## src/rtl/mmio_timer.sv

```systemverilog
// Memory-mapped timer on the CPU data bus: prescaler, up-counter with compare,
// one-shot/periodic modes, sticky W1C status and a level interrupt.
module mmio_timer #(
   parameter logic [15:0] BASE_ADDR    = 16'hFF00,
   parameter logic [15:0] PRESCALE_RST = 16'h0000
) (
   input  logic        clk,
   input  logic        reset,
   input  logic [15:0] mem_access_addr,
   input  logic [15:0] mem_write_data,
   input  logic        mem_write_en,
   input  logic        mem_read,
   output logic [15:0] mem_read_data,
   output logic        hit,
   output logic        irq,
   output logic        tick
);

   logic        r_en;
   logic        r_mode;
   logic        r_irq_en;
   logic [15:0] r_prescale;
   logic [15:0] r_period;
   logic [15:0] r_count;
   logic [15:0] r_pcnt;
   logic        r_exp;
   logic        r_ovr;

   logic        w_hit;
   logic [2:0]  w_sel;
   logic        w_wr;
   logic        w_wr_ctrl;
   logic        w_wr_pre;
   logic        w_wr_per;
   logic        w_wr_cnt;
   logic        w_wr_stat;
   logic        w_clr;
   logic        w_tick;
   logic        w_cnt_upd;
   logic        w_expire;
   logic [15:0] w_rdata;

   assign w_hit     = (mem_access_addr[15:4] == BASE_ADDR[15:4]);
   assign w_sel     = mem_access_addr[3:1];
   assign w_wr      = mem_write_en & w_hit;
   assign w_wr_ctrl = w_wr & (w_sel == 3'd0);
   assign w_wr_pre  = w_wr & (w_sel == 3'd1);
   assign w_wr_per  = w_wr & (w_sel == 3'd2);
   assign w_wr_cnt  = w_wr & (w_sel == 3'd3);
   assign w_wr_stat = w_wr & (w_sel == 3'd4);
   assign w_clr     = w_wr_ctrl & mem_write_data[3];

   assign w_tick    = r_en & (r_pcnt == r_prescale);
   // A software COUNT load or CLR takes precedence over the tick's count step.
   assign w_cnt_upd = w_tick & ~w_wr_cnt & ~w_clr;
   assign w_expire  = w_cnt_upd & (r_count == r_period);

   always_ff @(posedge clk or posedge reset) begin
      if (reset) begin
         r_en       <= 1'b0;
         r_mode     <= 1'b0;
         r_irq_en   <= 1'b0;
         r_prescale <= PRESCALE_RST;
         r_period   <= 16'h0000;
         r_count    <= 16'h0000;
         r_pcnt     <= 16'h0000;
         r_exp      <= 1'b0;
         r_ovr      <= 1'b0;
      end else begin
         if (w_wr_ctrl) begin
            r_en     <= mem_write_data[0];
            r_mode   <= mem_write_data[1];
            r_irq_en <= mem_write_data[2];
         end else if (w_expire && !r_mode) begin
            r_en <= 1'b0;
         end

         if (w_wr_pre) r_prescale <= mem_write_data;
         if (w_wr_per) r_period   <= mem_write_data;

         if (w_wr_cnt || w_clr)
            r_pcnt <= 16'h0000;
         else if (w_tick)
            r_pcnt <= 16'h0000;
         else if (r_en)
            r_pcnt <= r_pcnt + 16'h0001;

         if (w_wr_cnt)
            r_count <= mem_write_data;
         else if (w_clr)
            r_count <= 16'h0000;
         else if (w_cnt_upd)
            r_count <= w_expire ? 16'h0000 : r_count + 16'h0001;

         // Hardware set beats a simultaneous W1C clear.
         r_exp <= (r_exp & ~(w_wr_stat & mem_write_data[0])) | w_expire;
         r_ovr <= (r_ovr & ~(w_wr_stat & mem_write_data[1])) | (w_expire & r_exp);
      end
   end

   always_comb begin
      w_rdata = 16'h0000;
      if (mem_read && w_hit) begin
         case (w_sel)
            3'd0:    w_rdata = {13'd0, r_irq_en, r_mode, r_en};
            3'd1:    w_rdata = r_prescale;
            3'd2:    w_rdata = r_period;
            3'd3:    w_rdata = r_count;
            3'd4:    w_rdata = {14'd0, r_ovr, r_exp};
            default: w_rdata = 16'h0000;
         endcase
      end
   end

   assign mem_read_data = w_rdata;
   assign hit           = w_hit;
   assign irq           = r_exp & r_irq_en;
   assign tick          = w_tick;

endmodule

```

## config.mk

```make
export PLATFORM = sky130hd
export DESIGN_NAME = mmio_timer
export DESIGN_NICKNAME = d
export VERILOG_FILES = /design/src/rtl/mmio_timer.sv
export SDC_FILE = /design/constraint.sdc
export NUM_CORES = 1
export LEC_CHECK = 0
export ABC_AREA = 1
export BUFFER_PORTS_ARGS = -buffer_cell sky130_fd_sc_hd__buf_2
export CORE_MARGIN = 3
export CORE_UTILIZATION = 39
export DETAILED_ROUTE_END_ITERATION = 10
export PLACE_DENSITY_LB_ADDON = 0.12
export SYNTH_ARGS = -nofsm -noshare
export SYNTH_HDL_FRONTEND = slang
export SYNTH_SLANG_ARGS = --single-unit
export TNS_END_PERCENT = 20
```

## constraint.sdc

```tcl
create_clock -name clk -period 6 [get_ports clk]
set_input_delay 1.5 -clock clk [delete_from_list [all_inputs] [get_ports clk]]
set_output_delay 1.5 -clock clk [all_outputs]
set_load 0.1 [all_outputs]
```

==> results of run 1 <==
## cells by family after synthesis
kind of cell	count (synthesis)	synth area share [%]
adder cells (fa/ha/maj)	2	0.5010
XOR/XNOR	37	6.490
buffers and inverters	125	10.27
flip-flops	69	34.58
AND/OR/NAND/NOR	457	38.84
AO/OA/AOI/OAI	85	9.321
## path summary, 6_finish.rpt
| check | from | to | cells after the start |
|---|---|---|---|
| min in group asynchronous | reset | r_mode | 2 |
| worst min register to register | r_irq_en | r_irq_en | 2 |
| worst min-delay path | r_irq_en | r_irq_en | 2 |
| worst max register to register | r_en | r_en | 9 |
| max in group asynchronous | reset | r_count[5] | 3 |
| worst max-delay path | mem_access_addr[3] | mem_read_data[7] | 7 |
## layout by cell type (no fill, tap or decap), drive strengths merged, types with 7 or more instances in the layout
cell type  synthesis  routed
a31oi             13      13
xnor2             16      16
inv               96      96
nand2            239     239
dfrtp             69      69
nor2             136     136
xor2              21      21
nand4             20      20
nor3               8       8
buf               16      55
o21ai             51      51
a21oi             12      12
nand3             42      42
clkbuf            13      11
nand3b             7       7
## sequential cells by signal, summed over array words and instances, names as in the netlist
signal and flops:
r_ovr 1, r_count 16, r_exp 1, r_pcnt 16, r_en 1, r_irq_en 1, r_mode 1, r_prescale 16
r_period 16
## per-stage QoR
step | hold WS, ns | utilization (%) | instance area (um^2)
4_1_cts | 0.5313 | 46.09 | 5652
3_5_place_dp | 0.5206 | 43.55 | 5340
6_report | 0.5330 | 46.09 | 5652
5_1_grt | 0.5663 | 46.09 | 5652
2_1_floorplan | 0.4661 | - | 5002
3_3_place_gp | 0.5044 | 43.55 | 5340
## metal layers
layer  track usage, %  up-vias  part of all wire (%)
met2            35.78      151                    48
met4            7.531        0                   2.0
li1                 -     2512                     -
met3            4.036       21                   5.4
met1            28.65     2328                    45
met5                0        -                     0
## where the power goes
group	internal [mW]	leakage [nW]	switching [mW]
Combinational	0.0149	1.85	0.0350
Clock	0.345	0.148	0.222
Sequential	0.466	0.917	0.00184
Total	0.826	2.91	0.259
## area by class of cell
type	count	area [um^2]
repair buffers	55	280.3
inverters	96	360.3
clock inverters	5	58.81
multi-input cells	581	2763
fillers	1321	6610
clock buffers	11	252.7
flip-flops and latches	69	1727
well taps	168	210.2
## worst register-to-register path: cells and delay by family (launching register included)
family	cells	cell delay, ns
compound gates	1	0.18
flops	1	0.72
simple gates	7	1.09
buf+inv	1	0.22
==> summary.md, run 1 <==
| Metric | Value |
|---|---|
| Cell Count Post-Placement | 969 |
| Slew Viols, Final | 0 |
| Syn Inst Count | 775 |
| Port-buffer cells | 53 |
| CP Capture Type | output pin |
| Post-Synthesis Cell Area | 4994 um^2 |
| Top FF cell, synth | dfrtp_1 |
| Final setup vio count | 0 |
| Vias in the first global route | 4,849 |
| CP cell instances | buf_2 -> inv_1 -> nand2_1 -> nor2_2 -> nand2_1 -> a31oi_1 -> buf_2 |
| I/O pins | 55 |
| Largest net degree at the start of global routing | 44 |
| Final worst slack | 1.149 ns |
| Tcrit/Tclk final | 80.84% |
| Remaining Overflow, GRT | 0 |
| RSZ-0062 raised after global routing | no |
| P_leak | 2.911 nW |
| Status | finished, final reports clean |
| Share of post-route cells with drive strength above 1 | 11.26% |
| Die area | 14,200 um^2 |
| Yosys top cell area share | 34.58% |
| Dpl ws | 1.183 ns |
| Top cell type by total area after synthesis | dfrtp_1 |
| Pre-antenna DRT Iters | 5 |
| Req. time, crit path | 4.50 ns |
| Most area-consuming cells after synthesis | dfrtp_1 (35%), nand2_1 (18%), nor2_1 (9.7%), inv_1 (6.9%), o21ai_0 (5.0%) |
| Post-synthesis net count | 813 |
| CP max-delay cell | nor2_2 |
| Reg-to-reg slack, setup | 3.67 ns |
| Die width | 119.2 um |
| Register bit count reported by yosys | 69 |
| FP Rows | 40 |
| Cell Count, Final, Fillers Out | 985 |
| Number of antenna diodes | 0 |
| Die Ht | 119.2 um |
| Initial antenna violation count | 0 |
| Final Hold Viols | 0 |
| Seq/Total Area, Yosys | 34.58% |
| Fin crit period | 4.851 ns |
| Root Driver | clkbuf_16 |
| Layout net count | 850 |
| Max stage delay on crit path | 0.63 ns |
| H-tree levels | 3 |
| Power Total | 1.085 mW |
| Drt drc | 0 |
| Global-route total usage across every layer | 21.74% |
| Worst-Skew Late Latency | 0.35 ns |
| Max-cap violations | 0 |
| Synth top cells by count | nand2_1 (238), nor2_1 (129), inv_1 (92) |
| Final setup TNS | 0 ns |
| Vias per cell | 5.088 |
| Routability cong. | 0.9150 |
| Via count | 5,012 |
| Syn-to-layout area delta | 13.18% |
| CTS buffer count | 9 |
| Top-count cell post-synth | nand2_1 |
| Final HPWL DP | 10.80 mm |
| Critical Path Start Type | input pin |
| Unique masters post-synth | 35 |
| Slew headroom | 24.24% |
| Peak Freq | 0.2062 GHz |
| Resize count post-CTS | 0 |
| Post-synth EDFFs | 0 |
| Syn_area_per_cell | 6.443 um^2 |
| Drt total wl | 14.82 mm |
| Worst path bufs/invs | 3 |
| 1st-iter DRT viols | 441 |
| Yosys warnings | 0 |
| CTS tree | built |
| Kind of critical path | in2out |
| Top Family by Delay on Critical Path | simple AND/OR/NAND/NOR gates |
| Cts hold-fix bufs | 0 |
| Pwr dens | 191.9 nW/um^2 |
| Maximum vdd ir drop | 172.5 uV |
| CTS max path bufs | 2 |
| Routed Antenna Nets | 0 |
| DR WL/cell | 15.04 um |
| Clk sinks | 69 |
| Clock skew | 0.006465 ns |
| Crit path DAT | 3.35 ns |
| Post-CTS setup buffers | 0 |
| Core area | 12,260 um^2 |
| First-pass GRT wire length | 24.63 mm |
| Initial Util | 40.72% |
| CTS clk-pin slew, worst paths | 0.06 ns |
| Worst min path class | reg2reg |
| Async SR Flop Fraction | 100.0% |
| Largest fanout on the critical path | 17 |
| Slew @ Worst Pin | 1.132 ns |
No activity file was read; power rests on OpenSTA's default activity.
==> inputs of run 2 (changes only) <==
Clock period 6 ns to 5.01 ns, I/O delays scaled along.
==> summary.md, run 2 (synthesis results as in run 1) <==
| Metric | Value |
|---|---|
| Peak Freq | 0.2387 GHz |
| Vias in the first global route | 4,745 (was 4,849) |
| Final Hold Viols | 0 (unchanged) |
| Req. time, crit path | 3.76 ns (was 4.50 ns) |
| First-pass GRT wire length | 24.63 mm (unchanged) |
| Syn-to-layout area delta | 18.94% (was 13.18%) |
| Commonest non-fill, non-tap cell in the layout | nand2_1 (unchanged) |
| Multi-input gate area | 2935 um^2 (was 2763 um^2) |
| 1st-iter DRT viols | 425 (was 441) |
| Die width | 119.2 um (unchanged) |
| Routed Antenna Nets | 0 (unchanged) |
| I/O pins | 55 (unchanged) |
| Clk sinks | 69 (unchanged) |
| Number of antenna diodes | 0 (unchanged) |
| Pre-antenna DRT Iters | 5 (unchanged) |
| Worst-Skew Late Latency | 0.34 ns (was 0.35 ns) |
| Share of post-route cells with drive strength above 1 | 13.64% (was 11.26%) |
| Power Total | 1.478 mW (was 1.085 mW) |
| Kind of critical path | in2out (unchanged) |
| P_leak | 2.973 nW (was 2.911 nW) |
| Register area | 1727 um^2 (unchanged) |
| Drt drc | 0 (unchanged) |
| CP cell instances | buf_2 -> nand4_1 -> nor4_4 -> o211ai_1 -> buf_4 -> a31oi_2 -> buf_2 (was buf_2 -> inv_1 -> nand2_1 -> nor2_2 -> nand2_1 -> a31oi_1 -> buf_2) |
| Final setup vio count | 0 (unchanged) |
| Slew Viols, Final | 0 (unchanged) |
| Crit path DAT | 2.94 ns (was 3.35 ns) |
| Die area | 14,200 um^2 (unchanged) |
| Filler cells | 1,272 (was 1,321) |
| Final HPWL DP | 11.18 mm (was 10.80 mm) |
| Root Driver | clkbuf_16 (unchanged) |
| Drt total wl | 14.66 mm (was 14.82 mm) |
| Initial Util | 40.72% (unchanged) |
| CTS buffer count | 9 (unchanged) |
| CTS clk-pin slew, worst paths | 0.05 ns (was 0.06 ns) |
| Post-CTS setup buffers | 0 (unchanged) |
| Status | finished, final reports clean (unchanged) |
| Maximum vdd ir drop | 174.7 uV (was 172.5 uV) |
| Critical Path Start Type | input pin (unchanged) |
| Fin crit period | 4.189 ns |
| Largest fanout on the critical path | 16 (was 17) |
| Via count | 4,954 (was 5,012) |
| Routability cong. | 0.9287 (was 0.9150) |
| DR WL/cell | 14.82 um (was 15.04 um) |
| CP max-delay cell | buf_2 (was nor2_2) |
| CTS max path bufs | 2 (unchanged) |
| Most frequent cells in the layout | nand2_1 (238), nor2_1 (128), inv_1 (91) (was nand2_1 (238), nor2_1 (129), inv_1 (91)) |
| RSZ-0062 raised after global routing | no (unchanged) |
| H-tree levels | 3 (unchanged) |
| Pwr dens | 248.9 nW/um^2 (was 191.9 nW/um^2) |
| Slew @ Worst Pin | 0.8647 ns (was 1.132 ns) |
| Cts hold-fix bufs | 0 (unchanged) |
| Resize count post-CTS | 0 (unchanged) |
| CTS tree | built (unchanged) |
| Max stage delay on crit path | 0.46 ns (was 0.63 ns) |
| Global-route total usage across every layer | 21.70% (was 21.74%) |
| Clock skew | 0.004059 ns (was 0.006465 ns) |
| Port-buffer cells | 53 (unchanged) |
| Layout net count | 854 (was 850) |
| CP Capture Type | output pin (unchanged) |
| Core area | 12,260 um^2 (unchanged) |
| Largest net degree at the start of global routing | 47 (was 44) |
| Remaining Overflow, GRT | 0 (unchanged) |
| Vias per cell | 5.009 (was 5.088) |
| FP Rows | 40 (unchanged) |
| Most frequent CP cell | buf_2 |
| Die Ht | 119.2 um (unchanged) |
| Slew headroom | 42.22% (was 24.24%) |
| Initial antenna violation count | 0 (unchanged) |
| Hold_ws | 0.5129 ns (was 0.5330 ns) |
| Tcrit/Tclk final | 83.61% |
| Worst min path class | reg2reg (unchanged) |
| Max-cap violations | 0 (unchanged) |
run 2: worst paths after layout:
kind / to / slack (ns) / cells past startpoint / startpoint
max: mem_read_data[7] / 0.82 / 7 / mem_access_addr[11]
min in group asynchronous: r_irq_en / 0.96 / 2 / reset
min: r_prescale[13] / 0.51 / 2 / r_prescale[13]
min reg2reg: r_prescale[13] / 0.51 / 2 / r_prescale[13]
max in group asynchronous: r_count[7] / 3.03 / 3 / reset
max reg2reg: r_en / 2.64 / 9 / r_en
run 2: through the flow:
step	cells	util, %	worst slack [ns]	area, um^2	TNS (ns)
finish	989	48.44	0.8211	5939	0
floorplan	775	-	-0.3990	5179	-5.489
global route	989	48.44	0.7255	5939	0
detailed placement	973	45.20	0.8112	5543	0
CTS	989	48.44	0.8051	5939	0
global placement	973	45.20	0.8462	5543	0
run 2: report_power, final:
| part | total [mW] | switching, mW | internal, mW |
|---|---|---|---|
| clock network | 0.854 | 0.254 | 0.601 |
| registers | 0.561 | 0.00236 | 0.559 |
| logic | 0.0627 | 0.0440 | 0.0187 |
run 2: area by class of cell:
| class | count | share of cell area (%) |
|---|---|---|
| timing repair buffer | 59 | 5.224 |
| tap | 168 | 3.539 |
| clock buffer | 10 | 4.024 |
| multi-input combinational | 581 | 49.42 |
| inverter | 96 | 6.067 |
| clock inverter | 6 | 2.654 |
| sequential | 69 | 29.07 |
run 2: worst max-delay path: cells and delay by family:
family                 cells  cell delay (ns)
and+or+nand+nor            2             0.48
buffers and inverters      3             0.81
AOI/OAI and AO/OA          2             0.37
run 2: metal layers:
metal  global-route usage [%]  share of wire, %
met5                        0                 0
met4                    4.996               1.6
met3                    4.226               4.0
met2                    36.21                48
met1                    29.11                47
